## src/rtl/ddr2_cmd_issue.sv

```systemverilog
// ddr2_cmd_issue: registered DDR2 command issue stage with per-command spacing timer.
// All ctrl_ddr2_* outputs and cmd_ready come straight from flops.
module ddr2_cmd_issue #(
    parameter int ROW_ADDRESS  = 14,
    parameter int BANK_ADDRESS = 3,
    parameter int CS_WIDTH     = 1,
    parameter int CKE_WIDTH    = 1,
    parameter int ODT_WIDTH    = 1,
    parameter int TRCD         = 4,
    parameter int TRP          = 4,
    parameter int TRFC         = 26,
    parameter int TMRD         = 2,
    parameter int TCCD         = 2
) (
    input  logic                    clk0,
    input  logic                    rst0,
    input  logic                    cmd_valid,
    output logic                    cmd_ready,
    input  logic [2:0]              cmd_op,
    input  logic [ROW_ADDRESS-1:0]  cmd_addr,
    input  logic [BANK_ADDRESS-1:0] cmd_ba,
    input  logic [CS_WIDTH-1:0]     cmd_cs,
    input  logic [CKE_WIDTH-1:0]    cke_en,
    input  logic [ODT_WIDTH-1:0]    odt_en,
    output logic                    ctrl_ddr2_ras_l,
    output logic                    ctrl_ddr2_cas_l,
    output logic                    ctrl_ddr2_we_l,
    output logic [CS_WIDTH-1:0]     ctrl_ddr2_cs_l,
    output logic [ROW_ADDRESS-1:0]  ctrl_ddr2_address,
    output logic [BANK_ADDRESS-1:0] ctrl_ddr2_ba,
    output logic [CKE_WIDTH-1:0]    ctrl_ddr2_cke,
    output logic [ODT_WIDTH-1:0]    ctrl_ddr2_odt
);
    typedef enum logic {IDLE, WAIT} state_t;

    state_t     state_q;
    logic [7:0] cnt_q;
    logic       issue_d;
    logic [2:0] enc_d;
    logic [7:0] dly_d;

    // NOP (0) and reserved (7) are accepted but never reach the bus.
    always_comb begin
        issue_d = cmd_valid & cmd_ready & (cmd_op != 3'd0) & (cmd_op != 3'd7);
        enc_d   = cmd_op == 3'd1 ? 3'b011 :
                  cmd_op == 3'd2 ? 3'b101 :
                  cmd_op == 3'd3 ? 3'b100 :
                  cmd_op == 3'd4 ? 3'b010 :
                  cmd_op == 3'd5 ? 3'b001 : 3'b000;
        dly_d   = cmd_op == 3'd1 ? 8'(TRCD) :
                  cmd_op == 3'd4 ? 8'(TRP)  :
                  cmd_op == 3'd5 ? 8'(TRFC) :
                  cmd_op == 3'd6 ? 8'(TMRD) : 8'(TCCD);
    end

    always_ff @(posedge clk0) begin
        if (rst0) begin
            state_q           <= IDLE;
            cnt_q             <= '0;
            cmd_ready         <= 1'b0;
            ctrl_ddr2_ras_l   <= 1'b1;
            ctrl_ddr2_cas_l   <= 1'b1;
            ctrl_ddr2_we_l    <= 1'b1;
            ctrl_ddr2_cs_l    <= '1;
            ctrl_ddr2_address <= '0;
            ctrl_ddr2_ba      <= '0;
            ctrl_ddr2_cke     <= '0;
            ctrl_ddr2_odt     <= '0;
        end else begin
            {ctrl_ddr2_ras_l, ctrl_ddr2_cas_l, ctrl_ddr2_we_l} <= issue_d ? enc_d : 3'b111;
            ctrl_ddr2_cs_l <= issue_d ? ~cmd_cs : '1;
            ctrl_ddr2_cke  <= cke_en;
            ctrl_ddr2_odt  <= odt_en;
            if (issue_d) begin
                ctrl_ddr2_address <= cmd_addr;
                ctrl_ddr2_ba      <= cmd_ba;
            end
            // Ready rises when the counter hits 1, so the next command lands D cycles after this one.
            case (state_q)
                IDLE: begin
                    state_q   <= issue_d ? WAIT : IDLE;
                    cnt_q     <= issue_d ? dly_d - 8'd1 : 8'd0;
                    cmd_ready <= ~issue_d;
                end
                default: begin
                    state_q   <= cnt_q == 8'd1 ? IDLE : WAIT;
                    cnt_q     <= cnt_q - 8'd1;
                    cmd_ready <= cnt_q == 8'd1;
                end
            endcase
        end
    end
endmodule

```

## config.mk

```make
export PLATFORM = sky130hd
export DESIGN_NAME = ddr2_cmd_issue
export DESIGN_NICKNAME = d
export VERILOG_FILES = /design/src/rtl/ddr2_cmd_issue.sv
export SDC_FILE = /design/constraint.sdc
export NUM_CORES = 1
export LEC_CHECK = 0
export ABC_AREA = 1
export CAP_MARGIN = 15
export CORE_ASPECT_RATIO = 1.75
export CORE_MARGIN = 5
export CORE_UTILIZATION = 47
export DETAILED_ROUTE_END_ITERATION = 7
export PLACE_DENSITY = 0.92
export SETUP_SLACK_MARGIN = 0.1
export SLEW_MARGIN = 20
export SYNTH_ARGS = -nofsm -noshare
export SYNTH_HDL_FRONTEND = slang
export SYNTH_SLANG_ARGS = --single-unit
```

## constraint.sdc

```tcl
create_clock -name clk0 -period 2.8 [get_ports clk0]
set_clock_uncertainty 0.05 [all_clocks]
set_input_delay 0.56 -clock clk0 [delete_from_list [all_inputs] [get_ports clk0]]
set_output_delay 0.56 -clock clk0 [all_outputs]
set_load 0.05 [all_outputs]
```

==> metrics.cfg <==
[status]
outcome=finished clean

[synth]
ys_ff_latch=33
synth.most_common_cell=nand2_1
netlist_top_cells_area=dfxtp_1 48%, nand2_1 15%, a21oi_1 9.7%
synth_area_um2=1390
netlist.area_leader.share_pct=47.6
yosys_warnings=0
post_synth_inst_count=189
synth_cell_type_count=18
asyncSetResetFlopFracSynth_pct=0
post_synth.cell_area_avg_um2=7.34
yosysTopAreaCell=dfxtp_1
synth-edff-count=0
synth_seq_area_share_pct=47.6
mappedNetlistNets=219
netlist_top_cells_count=56 x nand2_1, 33 x dfxtp_1, 27 x a21oi_1
yosys_most_used_dff=dfxtp_1

[cells_and_area]
layout_cells_sized_above_1_pct=5.81
final_core_utilization_pct=68.8
areaGrowthSynthToFinish_pct=43.5
layout.nets=270
antenna-diode-count=0

[drt]
dr.pass1.iters=4
detailedRoute.firstIterationViolations=32
drc=0
antenna_left=0
wire_per_inst_um=13.0
detailroute.via_count=1371
drt-vias-per-instance=5.10
postRouteWirelength_um=3500

[global_route]
grt_pass1_wl_um=5580
groute.usage.overall_pct=18.4
grt_pass1_vias=1294
grt_max_degree=18
antenna_found_initial=0
grt-ovfl-total=0

[floorplanning]
floorplan.die.height_um=81.9
core-area_um2=2900
die_x_um=51.1
boundaryPins=50
floorplan.rows=26
fp.dieArea_um2=4180
initial_utilization_pct=47.9

[clocking]
post_cts.resized_instances=0
tritoncts=done
cts.path.max_buffers=2
clkTransAtPathRegs_ns=0.07
clock_latency_ns=0.29
ctsHtreeMaxLevel=2
cts_sink_count=33
post_cts.repair.setup_buffers=0
postCtsHoldBufs=0
cts_root_buf=clkbuf_8
cts_inserted_buffers=5

[timing]
timing.slew.headroom_pct=59.9
slew_at_the_pin_with_the_worst_max_slew_slack_ns=0.599
setup_tns_ns=0
final_min_period_over_clock_period_pct=78.7
rsz_0062_raised_after_global_routing=no
hold_viol_final=0
timing_max_transition_violations_final=0
final-setup-viol-count=0
fmax_mhz=454
finalCriticalPeriod_ns=2.20

[power_and_ir_drop]
power_density_nw_per_um2=605
static-leakage-power_nw=0.807
worst_supply_voltage_drop_on_vdd_uv=660

[placed_design]
buffer_ports.inserted=49
hpwl_um=2570
gp_routability_congestion=0.903

[critical_path]
cp.required_ns=2.96
slowest_delay_ns=0.49
critical_path.startpoint_type=primary input
critPathBufInv=4
critical_path.slowest_cell=clkdlybuf4s50_1
cp_data_arrival_time_ns=2.37
path_max_fanout=6
worstSetupPathType=primary input to register
critical-path-top-delay-family=buffers and inverters
crit_path_end_kind=register
cpMostUsedCell=inv_1
path_cells=clkdlybuf4s50_1 > nor2_1 > inv_1 > o21ai_0 > inv_1 > ha_1 > ha_1 > inv_1 > nand2_1 > a21oi_1

[hold_path]
timing.hold.worst.class=register to register

[job]
maxCapViolations=0

==> worst paths after layout <==
kind	slack [ns]	start	endpoint	depth (start not counted)
worst max register to register	1.53	cnt_q[0]	cnt_q[1]	4
worst min-delay path	0.41	ctrl_ddr2_address[0]	ctrl_ddr2_address[0]	2
worst max-delay path	0.60	cmd_op[0]	cnt_q[3]	10
worst min register to register	0.41	ctrl_ddr2_address[0]	ctrl_ddr2_address[0]	2
==> stage by stage <==
stage	setup WS (ns)	power, W	instances	hold WS (ns)	area (um2)
global placement	0.413	0.000748	261	0.401	1870
finish	0.596	0.00120	269	0.414	1990
floorplan	0.982	0.000666	189	0.493	1390
detailed placement	0.302	0.000751	261	0.406	1870
CTS	0.599	0.00121	269	0.416	1990
global route	0.476	0.00126	269	0.432	1990
==> report_power, final <==
| group | leakage [nW] | internal [W] | switching (W) | total [W] |
|---|---|---|---|---|
| clock network | 0.0585 | 0.000290 | 0.000173 | 0.000462 |
| registers | 0.269 | 0.000494 | 0.0000159 | 0.000510 |
| logic | 0.479 | 0.0000929 | 0.000139 | 0.000232 |
==> per-layer routing <==
layer / part of all wire, % / GRT usage [%] / up-vias
met3: 5.5 / 5.44 / 16
met4: 5.4 / 16.4 / 0
met1: 34 / 16.0 / 614
met2: 55 / 32.9 / 45
li1: - / - / 696
met5: 0 / 0 / -
==> placed cells by master (no fill, tap or decap), drive strengths merged <==
| cell | instances |
|---|---|
| dfxtp | 33 |
| clkdlybuf4s50 | 49 |
| nand2 | 56 |
| nand3 | 10 |
| bufinv | 1 |
| nor2 | 18 |
| inv | 23 |
| or2 | 1 |
| ha | 4 |
| nand4 | 1 |
| a21oi | 28 |
| clkbuf | 7 |
| buf | 2 |
| o21ai | 8 |
==> worst reg2reg max path, delay by kind of cell, from the launching register on <==
family	cells	cell delay [ns]
adders and majority gates	1	0.29
DFF	1	0.36
and+or+nand+nor	1	0.29
AOI/OAI and AO/OA	1	0.13
buffers and inverters	1	0.08
==> cell families after synthesis <==
logic type,share of synthesized area (%)
simple gates,25.4
compound gates,13.3
flops,47.6
buf+inv,10.1
fa+ha+maj,3.61
==> final cells by class <==
type | count | area [um2]
Timing Repair Buffer | 51 | 505
Clock inverter | 1 | 30.0
Tap cell | 28 | 35.0
Multi-Input combinational cell | 126 | 587
Fill cell | 227 | 905
Clock buffer | 7 | 86.3
Inverter | 23 | 86.3
Sequential cell | 33 | 661
==> state kept, by name, indices dropped and copies added (netlist names) <==
name,count
cnt_q,8
ctrl_ddr2_odt,1
ctrl_ddr2_address,14
ctrl_ddr2_cs_l,1
ctrl_ddr2_we_l,1
cmd_ready,1
ctrl_ddr2_ras_l,1
state_q,1
ctrl_ddr2_cke,1
ctrl_ddr2_cas_l,1
ctrl_ddr2_ba,3
No activity file was read; power rests on OpenSTA's default activity.
